===== src/rtl/cn_pkg.sv =====
// Shared definitions for the cn host bridge: address-space encoding,
// register-port geometry and the common response data width.
package cn_pkg;

    typedef enum logic {
        SPACE_REG = 1'b0,
        SPACE_MEM = 1'b1
    } cn_space_e;

    localparam int REG_ADDR_W = 14;
    localparam int REG_DATA_W = 32;
    localparam int DATA_W     = 128;

    // Widen a 32-bit register read to the response data width.
    function automatic logic [DATA_W-1:0] zext_reg(input logic [REG_DATA_W-1:0] d);
        return {{(DATA_W-REG_DATA_W){1'b0}}, d};
    endfunction

endpackage


===== src/rtl/cn_rsp_fifo.sv =====
// Response FIFO with registered valid/head outputs. The head register is
// refreshed every cycle, so it stays stable while the host stalls.
module cn_rsp_fifo #(
    parameter int DEPTH = 4,
    parameter int WIDTH = 128
) (
    input  logic             clk,
    input  logic             reset_n,
    input  logic             push,
    input  logic [WIDTH-1:0] push_data,
    input  logic             pop,
    output logic             valid,
    output logic [WIDTH-1:0] head
);

    localparam int PW = (DEPTH > 1) ? $clog2(DEPTH) : 1;
    localparam int CW = $clog2(DEPTH + 1);

    logic [WIDTH-1:0] store [DEPTH];
    logic [PW-1:0]    rd_ptr;
    logic [PW-1:0]    wr_ptr;
    logic [PW-1:0]    rd_next;
    logic [PW-1:0]    wr_next;
    logic [CW-1:0]    count;
    logic [CW-1:0]    count_after_pop;
    logic [CW-1:0]    count_next;
    logic             do_pop;

    // Pointer advance with explicit wrap so non-power-of-two depths work.
    function automatic logic [PW-1:0] wrap_inc(input logic [PW-1:0] p);
        if (p == PW'(DEPTH - 1)) begin
            return {PW{1'b0}};
        end else begin
            return p + PW'(1'b1);
        end
    endfunction

    // Next-state pointers and occupancy.
    always_comb begin
        do_pop          = pop && (count != {CW{1'b0}});
        rd_next         = do_pop ? wrap_inc(rd_ptr) : rd_ptr;
        wr_next         = push ? wrap_inc(wr_ptr) : wr_ptr;
        count_after_pop = count - CW'(do_pop);
        count_next      = count_after_pop + CW'(push);
    end

    // Storage array; contents need no reset since valid gates them.
    always_ff @(posedge clk) begin
        if (reset_n && push) begin
            store[wr_ptr] <= push_data;
        end
    end

    // Pointers, occupancy and the registered head/valid outputs.
    always_ff @(posedge clk) begin
        if (!reset_n) begin
            rd_ptr <= {PW{1'b0}};
            wr_ptr <= {PW{1'b0}};
            count  <= {CW{1'b0}};
            valid  <= 1'b0;
            head   <= {WIDTH{1'b0}};
        end else begin
            rd_ptr <= rd_next;
            wr_ptr <= wr_next;
            count  <= count_next;
            valid  <= (count_next != {CW{1'b0}});
            if (count_after_pop == {CW{1'b0}}) begin
                // Only the incoming entry (if any) can become the head.
                if (push) begin
                    head <= push_data;
                end
            end else begin
                head <= store[rd_next];
            end
        end
    end

endmodule


===== src/rtl/cn_host_bridge.sv =====
// Host bridge: forwards host requests to a register port or a memory port,
// times reads by a fixed downstream latency and returns read data in order
// through a response FIFO. Flow control admits a request only while the
// reads already accepted still fit in the FIFO.
module cn_host_bridge
    import cn_pkg::*;
#(
    parameter int ADDR_WIDTH = 19,
    parameter int RD_LATENCY = 3,
    parameter int RSP_DEPTH  = 4
) (
    input  logic                    clk,
    input  logic                    reset_n,
    input  logic                    req_valid,
    output logic                    req_ready,
    input  logic                    req_is_mem,
    input  logic                    req_write,
    input  logic [ADDR_WIDTH+1:0]   req_addr,
    input  logic [DATA_W-1:0]       req_wdata,
    output logic                    rsp_valid,
    input  logic                    rsp_ready,
    output logic [DATA_W-1:0]       rsp_data,
    output logic [REG_ADDR_W-1:0]   reg_address,
    output logic                    reg_write,
    output logic [REG_DATA_W-1:0]   reg_wrdata,
    input  logic [REG_DATA_W-1:0]   reg_rddata,
    output logic [ADDR_WIDTH+1:0]   mem_address,
    output logic                    mem_write,
    output logic [DATA_W-1:0]       mem_wrdata,
    input  logic [DATA_W-1:0]       mem_rddata
);

    localparam int CW = $clog2(RSP_DEPTH + 1);

    logic                  accept;
    logic                  accept_rd;
    logic                  pop;
    logic                  push;
    logic [DATA_W-1:0]     push_data;
    logic                  rd_issue;
    logic                  rd_issue_space;
    logic [RD_LATENCY-1:0] vld_sr;
    logic [RD_LATENCY-1:0] space_sr;
    logic [CW-1:0]         outstanding;
    logic [CW-1:0]         outstanding_next;

    // Handshakes, read-sample selection and outstanding-read bookkeeping.
    always_comb begin
        accept    = req_valid && req_ready;
        accept_rd = accept && !req_write;
        pop       = rsp_valid && rsp_ready;
        push      = vld_sr[RD_LATENCY-1];
        if (space_sr[RD_LATENCY-1] == SPACE_MEM) begin
            push_data = mem_rddata;
        end else begin
            push_data = zext_reg(reg_rddata);
        end
        outstanding_next = outstanding + CW'(accept_rd) - CW'(pop);
    end

    // Downstream strobes and fields; fields hold until their space is used.
    always_ff @(posedge clk) begin
        if (!reset_n) begin
            mem_write   <= 1'b0;
            reg_write   <= 1'b0;
            mem_address <= {(ADDR_WIDTH+2){1'b0}};
            mem_wrdata  <= {DATA_W{1'b0}};
            reg_address <= {REG_ADDR_W{1'b0}};
            reg_wrdata  <= {REG_DATA_W{1'b0}};
        end else begin
            mem_write <= accept && req_write && (req_is_mem == SPACE_MEM);
            reg_write <= accept && req_write && (req_is_mem == SPACE_REG);
            if (accept && (req_is_mem == SPACE_MEM)) begin
                mem_address <= req_addr;
                mem_wrdata  <= req_wdata;
            end
            if (accept && (req_is_mem == SPACE_REG)) begin
                reg_address <= req_addr[REG_ADDR_W-1:0];
                reg_wrdata  <= req_wdata[REG_DATA_W-1:0];
            end
        end
    end

    // In-flight read tracker: issue stage, then one bit per latency cycle,
    // so the last stage lines up with the cycle the read data is valid.
    always_ff @(posedge clk) begin
        if (!reset_n) begin
            rd_issue       <= 1'b0;
            rd_issue_space <= 1'b0;
            vld_sr         <= {RD_LATENCY{1'b0}};
            space_sr       <= {RD_LATENCY{1'b0}};
        end else begin
            rd_issue       <= accept_rd;
            rd_issue_space <= req_is_mem;
            vld_sr[0]      <= rd_issue;
            space_sr[0]    <= rd_issue_space;
            for (int i = 1; i < RD_LATENCY; i++) begin
                vld_sr[i]   <= vld_sr[i-1];
                space_sr[i] <= space_sr[i-1];
            end
        end
    end

    // Outstanding reads (in flight plus queued) and the registered ready.
    always_ff @(posedge clk) begin
        if (!reset_n) begin
            outstanding <= {CW{1'b0}};
            req_ready   <= 1'b0;
        end else begin
            outstanding <= outstanding_next;
            req_ready   <= (outstanding_next < CW'(RSP_DEPTH));
        end
    end

    cn_rsp_fifo #(
        .DEPTH (RSP_DEPTH),
        .WIDTH (DATA_W)
    ) u_rsp_fifo (
        .clk       (clk),
        .reset_n   (reset_n),
        .push      (push),
        .push_data (push_data),
        .pop       (pop),
        .valid     (rsp_valid),
        .head      (rsp_data)
    );

endmodule

===== config.mk =====
export PLATFORM = sky130hd
export DESIGN_NAME = cn_host_bridge
export DESIGN_NICKNAME = d
export VERILOG_FILES = /design/src/rtl/cn_pkg.sv /design/src/rtl/cn_rsp_fifo.sv /design/src/rtl/cn_host_bridge.sv
export SDC_FILE = /design/constraint.sdc
export NUM_CORES = 1
export LEC_CHECK = 0
export ABC_AREA = 1
export ABC_CLOCK_PERIOD_IN_PS = 7900
export BUFFER_PORTS_ARGS = -buffer_cell sky130_fd_sc_hd__buf_2
export CAP_MARGIN = 10
export CORE_MARGIN = 2
export CORE_UTILIZATION = 45
export DETAILED_ROUTE_END_ITERATION = 12
export PLACE_DENSITY = 0.73
export REMOVE_ABC_BUFFERS = 1
export SLEW_MARGIN = 20
export SYNTH_ARGS = -nofsm -noshare
export SYNTH_HDL_FRONTEND = slang
export SYNTH_SLANG_ARGS = --single-unit

===== constraint.sdc =====
create_clock -name clk -period 7.9 [get_ports clk]
set_clock_uncertainty 0.05 [all_clocks]
set_input_delay 0.395 -clock clk [delete_from_list [all_inputs] [get_ports clk]]
set_output_delay 0.395 -clock clk [all_outputs]
set_load 0.05 [all_outputs]

Yosys cells after proc, flatten, opt, wreduce, memory -nomap -nowiden
Memories as Yosys holds them, arrays and structs flattened. Index checks and enable logic that the tools add are counted.

Add/sub/neg operators: 6. Magnitude comparators: 1. Eq/ne operators: 3. Multiplexer cells: 8. Bitwise logic cells: 1. Reduce and logical (&&, ||, !) cells: 14.

Operator list (count): $mux 128 (3); $logic_and 1x1->1 (10); $add 3x1->3 (2); $mux 2 (3); $reduce_bool 3->1 (2); $sub 3x1->3 (2); $add 2x1->2 const B (2); $eq 2x2->1 const B (2); $logic_not 3->1 (1); $lt 3x3->1 const B (1); $mux 1 (2); $ne 2x2->1 const B (1); $logic_not 1->1 (1); $not 1->1 (1).

Flip-flop bits (word level): 345. RAM bits: 512. Bits of input ports: 315. Logic and storage cells: 51. Memories kept: 1.

Memory list: u_rsp_fifo.store (words 4, bits a word 128, read ports 1, clocked after memory_dff 0, write ports 1, RTL line cn_rsp_fifo.sv:19) `logic [WIDTH-1:0] store [DEPTH];`.

Longest topological paths before layout
Depth in word-level cells: 5. Gate-level depth with buffers: 16. Depth with buffers taken out: 14.

By module
Synthesis repeated with hierarchy kept, for this count alone.

Cell total of the unflattened synthesis: 3725. Area, all modules: 35412.7 um^2.

Modules (own cells, without submodules): cn_rsp_fifo (times used 1, cells an instance 2187, area each 25772.2 um^2, seq. area each 18097.4 um^2); cn_host_bridge (times used 1, cells an instance 1538, area each 9640.5 um^2, seq. area each 4184.0 um^2).

Worst setup path before layout
OpenSTA, ideal clock, no wires.

Path kind: register to register. Start point: reg vld_sr[2]. End point: mem u_rsp_fifo.store[0][0] (enable). Library setup time: 0.617 ns. Arrival: 6.365 ns. Required time: 7.233 ns. Setup slack: 0.868 ns. Stages on the path, launching flop included: 5. Period minus slack after synthesis: 7.032 ns. Cell sequence: dfxtp_1 clkbuf_1 clkbuf_1 nand2_1 nor2_1.

Cells in the longest elaborated chain, start to end: 3.

Ends and longest elaborated chain: start, declared (RTL line cn_host_bridge.sv:42) `logic [RD_LATENCY-1:0] vld_sr;`; start signal, assigned (RTL line cn_host_bridge.sv:90) `vld_sr <= {RD_LATENCY{1'b0}};`; start signal, assigned by index (RTL line cn_host_bridge.sv:98) `vld_sr[i] <= vld_sr[i-1];`; $logic_and 1x1->1 (RTL line cn_rsp_fifo.sv:49) `if (reset_n && push) begin`; $mux 1 (RTL line cn_rsp_fifo.sv:49); $mux 1 (implied by the code) (RTL line cn_rsp_fifo.sv:50) `store[wr_ptr] <= push_data;`; end, declared (RTL line cn_rsp_fifo.sv:19).

Every way passes these cells.

Worst setup path after layout
Start point: reg u_rsp_fifo.count[2]. End point: reg u_rsp_fifo.head[12].

Cells in the longest elaborated chain, start to end: 5. Elaborated cells on any way between the ends: 8. Those cells by class: 1 x add/sub; 1 x eq/ne; 2 x mux; 3 x reduce/logical; 1 x memory.

Ends and longest elaborated chain: start, declared (RTL line cn_rsp_fifo.sv:24) `logic [CW-1:0] count;`; start signal, assigned (RTL line cn_rsp_fifo.sv:59) `count <= {CW{1'b0}};`; start signal, assigned (RTL line cn_rsp_fifo.sv:65) `count <= count_next;`; $reduce_bool 3->1 (RTL line cn_rsp_fifo.sv:40) `do_pop = pop && (count != {CW{1'b0}});`; $logic_and 1x1->1 (RTL line cn_rsp_fifo.sv:40); $sub 3x1->3 or $mux 2 (tied branches) (RTL line cn_rsp_fifo.sv:43, cn_rsp_fifo.sv:41); $logic_not 3->1 or $mem_v2 4x128 (tied branches); $ne 2x2->1 (no line) or $mux 128 (tied branches); end signal, assigned (RTL line cn_rsp_fifo.sv:61) `head <= {WIDTH{1'b0}};`; end signal, assigned (RTL line cn_rsp_fifo.sv:70) `head <= push_data;`; end signal, assigned (RTL line cn_rsp_fifo.sv:73) `head <= store[rd_next];`; end, declared (RTL line cn_rsp_fifo.sv:13) `output logic [WIDTH-1:0] head`.

Parallel ways exist; a longest one is shown, timed or not. A chain may end at the register's enable or synchronous reset.

==> summary.md <==
| Metric | Value |
|---|---|
| DR vias/cell | 5.371 |
| Post-synth top flop | edfxtp_1 |
| Grt met1 use | 0.3194 |
| Final ANT Viol Nets | 0 |
| Core Area | 0.07557 mm² |
| Dpl cells | 4936 |
| Initial antenna violation count | 7 |
| Cells on Worst Hold Path | 3 |
| Leakage | 18.50 nW |
| Via count | 28205 |
| Routability Congestion | 0.8243 |
| Endpoints failing setup | 0 |
| Die Ht | 279.7 µm |
| Die X | 279.7 µm |
| Main area contributors after synthesis | edfxtp_1 45%, dfxtp_1 20%, nand2_1 9.9% |
| Post-place setup slack | 4.081 ns |
| Synth async-reset ratio | 0 |
| Layout cells sized above 1 | 0.2044 |
| First-pass GRT wire length | 154500 µm |
| Hold WC Path Type | input port to register |
| Fin crit period | 3.662 ns |
| Post-synthesis sequential area ratio | 0.6513 |
| CTS sink cnt | 857 |
| Crit Path Class | register to register |
| DR pass1 iterations | 6 |
| Starting Density | 0.4527 |
| Worst setup margin | 4.238 ns |
| Power Density | 233.8 mW/mm² |
| Die area | 0.07825 mm² |
| Mean post-synth cell area | 9.667 µm² |
| Hold Fails Final Rpt | 0 |
| Reg2Reg Setup Slack | 4.24 ns |
| Routing usage on met3 | 0.05480 |
| PortBufs | 641 |
| Nets@finish | 4519 |
| Post-Syn Instances | 3539 |
| Vias in the first global route | 27007 |
| Fmax | 0.2731 GHz |
| Total number of yosys warnings | 0 |
| Congestion Overflow GR | 0 |
| Fin Setup TNS | 0 ns |
| CP required | 8.45 ns |
| # resized after CTS | 0 |
| GRT busiest layer | met2 |
| Period utilization | 0.4636 |
| Unique masters post-synth | 27 |
| Peak supply drop | 0.0001479 V |
| Latest clock arrival within the worst-skew pair | 0.67 ns |
| Post-DR wirelength/cell | 19.47 µm |
| Synth Cell Area | 0.03421 mm² |
| Drt drc | 0 |
| RR Endpoint | u_rsp_fifo.head[12]$_SDFFE_PN0P_ |
| Max-cap violations | 0 |
| Worst setup EP type | register |
| H-tree depth | 3 |
| RSZ-0062 raised after global routing | no |
| Rel. slew slack | 0.1962 |
| Io pins | 642 |
| Area share of the largest cell type after synthesis | 0.4494 |
| Largest net degree at the start of global routing | 164 |
| Initial DRC Count | 2702 |
| Slew @ Worst Pin | 1.206 ns |
| Synth area leader | edfxtp_1 |
| Startpoint Class | register |
| EDFF count, synth | 512 |
| GRT Total Usage | 0.2519 |
| Area Overhead vs Synth | 24.38% |
| GR Util met2 | 0.4111 |
| Final Non-Filler Cells | 5251 |
| Yosys reg bits | 857 |
| Clk root buf | clkbuf_16 |
| Num rows | 101 |
| R2R cell count | 14 |
| Status | completed |
| Num CTS Buffers | 90 |
| Min-Delay Endpoint | mem_address[16]$_SDFFE_PN0P_ |
| Crit path arrival time | 4.21 ns |
| Critical R2R Launch | u_rsp_fifo.count[2]$_SDFF_PN0_ |
| Min-Delay Startpoint | req_addr[16] |
| Design area | 0.04255 mm² |
| FILL cells | 6266 |
| Worst Hold Slack | 0.03204 ns |
| CTS tree | built |
| Post-DP HPWL | 58420 µm |
| Final WL | 102200 µm |
| Critical Path Fanout Max | 86 |
| Clock slew at reported path FFs | 0.06 ns |
| Cell area after placement | 0.03791 mm² |
| Max Root-Sink Buffers | 3 |
| Max Slew Vio Count | 0 |
cells in the mapped netlist (2+ instances only):
cell and number:
o21ai_1 36, nand2_1 903, clkbuf_1 147, nor2_1 229
a21oi_1 295, nand2_2 2, xor2_1 2, clkinv_1 2
edfxtp_1 512, mux2_2 27, ha_1 11, o21ai_0 201
nand3_1 472, nor3_1 39, xnor2_1 2, inv_1 195
buf_2 83, buf_1 15, buf_6 10, dfxtp_1 345
buf_4 5
registers in the layout, summed over array words and instances (netlist names), 3 cells and up:
name,cells
u_rsp_fifo.store,512
mem_wrdata,128
u_rsp_fifo.head,128
reg_wrdata,32
mem_address,21
reg_address,14
outstanding,3
space_sr,3
u_rsp_fifo.count,3
vld_sr,3
cells by family after synthesis:
logic type | Yosys count | share of synthesized area
simple gates | 1646 | 0.1996
flops | 857 | 0.6513
compound gates | 534 | 0.07826
buf+inv | 458 | 0.05603
mux | 28 | 0.009179
fa+ha+maj | 12 | 0.004608
xor+xnor | 4 | 0.001024
layout make-up:
cell class,count,area (µm²),area share
Antenna cell,3,7.507,0.0001764
Clock buffer,118,2510,0.05898
Clock inverter,52,703.2,0.01652
Inverter,198,753.2,0.01770
Multi-Input combinational cell,2224,10120,0.2379
Sequential cell,857,22290,0.5237
Tap cell,978,1224,0.02876
Timing Repair Buffer,821,4949,0.1163
report_power, final:
group / leakage (nW) / internal [mW] / switching, mW / total, mW
logic: 9.46 / 0.196 / 0.450 / 0.645
registers: 7.48 / 4.76 / 0.0337 / 4.79
clock network: 1.56 / 2.66 / 1.85 / 4.51
total: 18.5 / 7.62 / 2.33 / 9.95
per-stage QoR:
stage / power (mW) / utilization
global placement: 5.455 / 0.5016
CTS: 9.999 / 0.5630
floorplan: 5.225 / -
global route: 10.23 / 0.5631
detailed placement: 5.461 / 0.5016
finish: 9.948 / 0.5631
routing by layer:
layer | vias to the layer above | wire length [µm]
met5 | - | 51
met3 | 304 | 8856
met1 | 13349 | 40500
met4 | 8 | 4377
li1 | 13216 | -
met2 | 1328 | 48430
worst max path at each step:
| stage | startpoint | end | slack [ns] |
|---|---|---|---|
| after floorplan | vld_sr[2]$_SDFF_PN0_ | u_rsp_fifo.store[0][0]$_DFFE_PP_ | 0.07 |
| after global placement | rsp_ready | u_rsp_fifo.head[118]$_SDFFE_PN0P_ | 4.20 |
| after detailed placement | rsp_ready | u_rsp_fifo.head[112]$_SDFFE_PN0P_ | 4.08 |
| after CTS | u_rsp_fifo.count[2]$_SDFF_PN0_ | u_rsp_fifo.head[12]$_SDFFE_PN0P_ | 4.17 |
| after global routing | u_rsp_fifo.count[2]$_SDFF_PN0_ | u_rsp_fifo.head[1]$_SDFFE_PN0P_ | 3.85 |
| final | u_rsp_fifo.count[2]$_SDFF_PN0_ | u_rsp_fifo.head[12]$_SDFFE_PN0P_ | 4.24 |
what timing repair did:
| action | CTS | global route |
|---|---|---|
| setup buffers | 0 | 0 |
| hold buffers | 142 | 0 |
| hold endpoints to repair | 185 | 0 |
worst max-delay path, stage by stage (launching register included):
cell,delay [ns]
dfxtp_1,0.32
nor2_1,0.11
nand2_2,0.11
nand2_4,0.14
inv_1,0.06
ha_1,0.19
ha_1,0.19
xnor2_1,0.19
nand3_4,0.09
buf_4,0.62
nor2_1,0.12
clkinv_2,0.13
buf_4,0.77
o21ai_0,0.20
a21oi_1,0.20
cells in the final DEF, fill, tap and decap left out, types with 3 or more instances in the layout:
| master | netlist | layout |
|---|---|---|
| a21oi_1 | 295 | 295 |
| ha_1 | 11 | 11 |
| o21ai_0 | 201 | 201 |
| dfxtp_1 | 345 | 343 |
| clkinvlp_4 | 0 | 4 |
| buf_2 | 83 | 639 |
| clkinv_2 | 0 | 15 |
| o21ai_1 | 36 | 34 |
| inv_1 | 195 | 192 |
| clkbuf_16 | 0 | 92 |
| nand2_4 | 1 | 4 |
| nand2_1 | 903 | 900 |
| clkinv_4 | 0 | 4 |
| clkbuf_1 | 147 | 15 |
| bufinv_16 | 0 | 12 |
| dlygate4sd3_1 | 0 | 142 |
| nor2_4 | 0 | 5 |
| clkinv_1 | 2 | 11 |
| nand3_1 | 472 | 470 |
| buf_4 | 5 | 37 |
| nor2_1 | 229 | 224 |
| mux2_2 | 27 | 27 |
| diode_2 | 0 | 3 |
| clkinv_16 | 0 | 4 |
| edfxtp_1 | 512 | 512 |
| nor3_1 | 39 | 39 |
| clkbuf_8 | 0 | 11 |
Note: power is estimated with default switching activity, not from simulation.
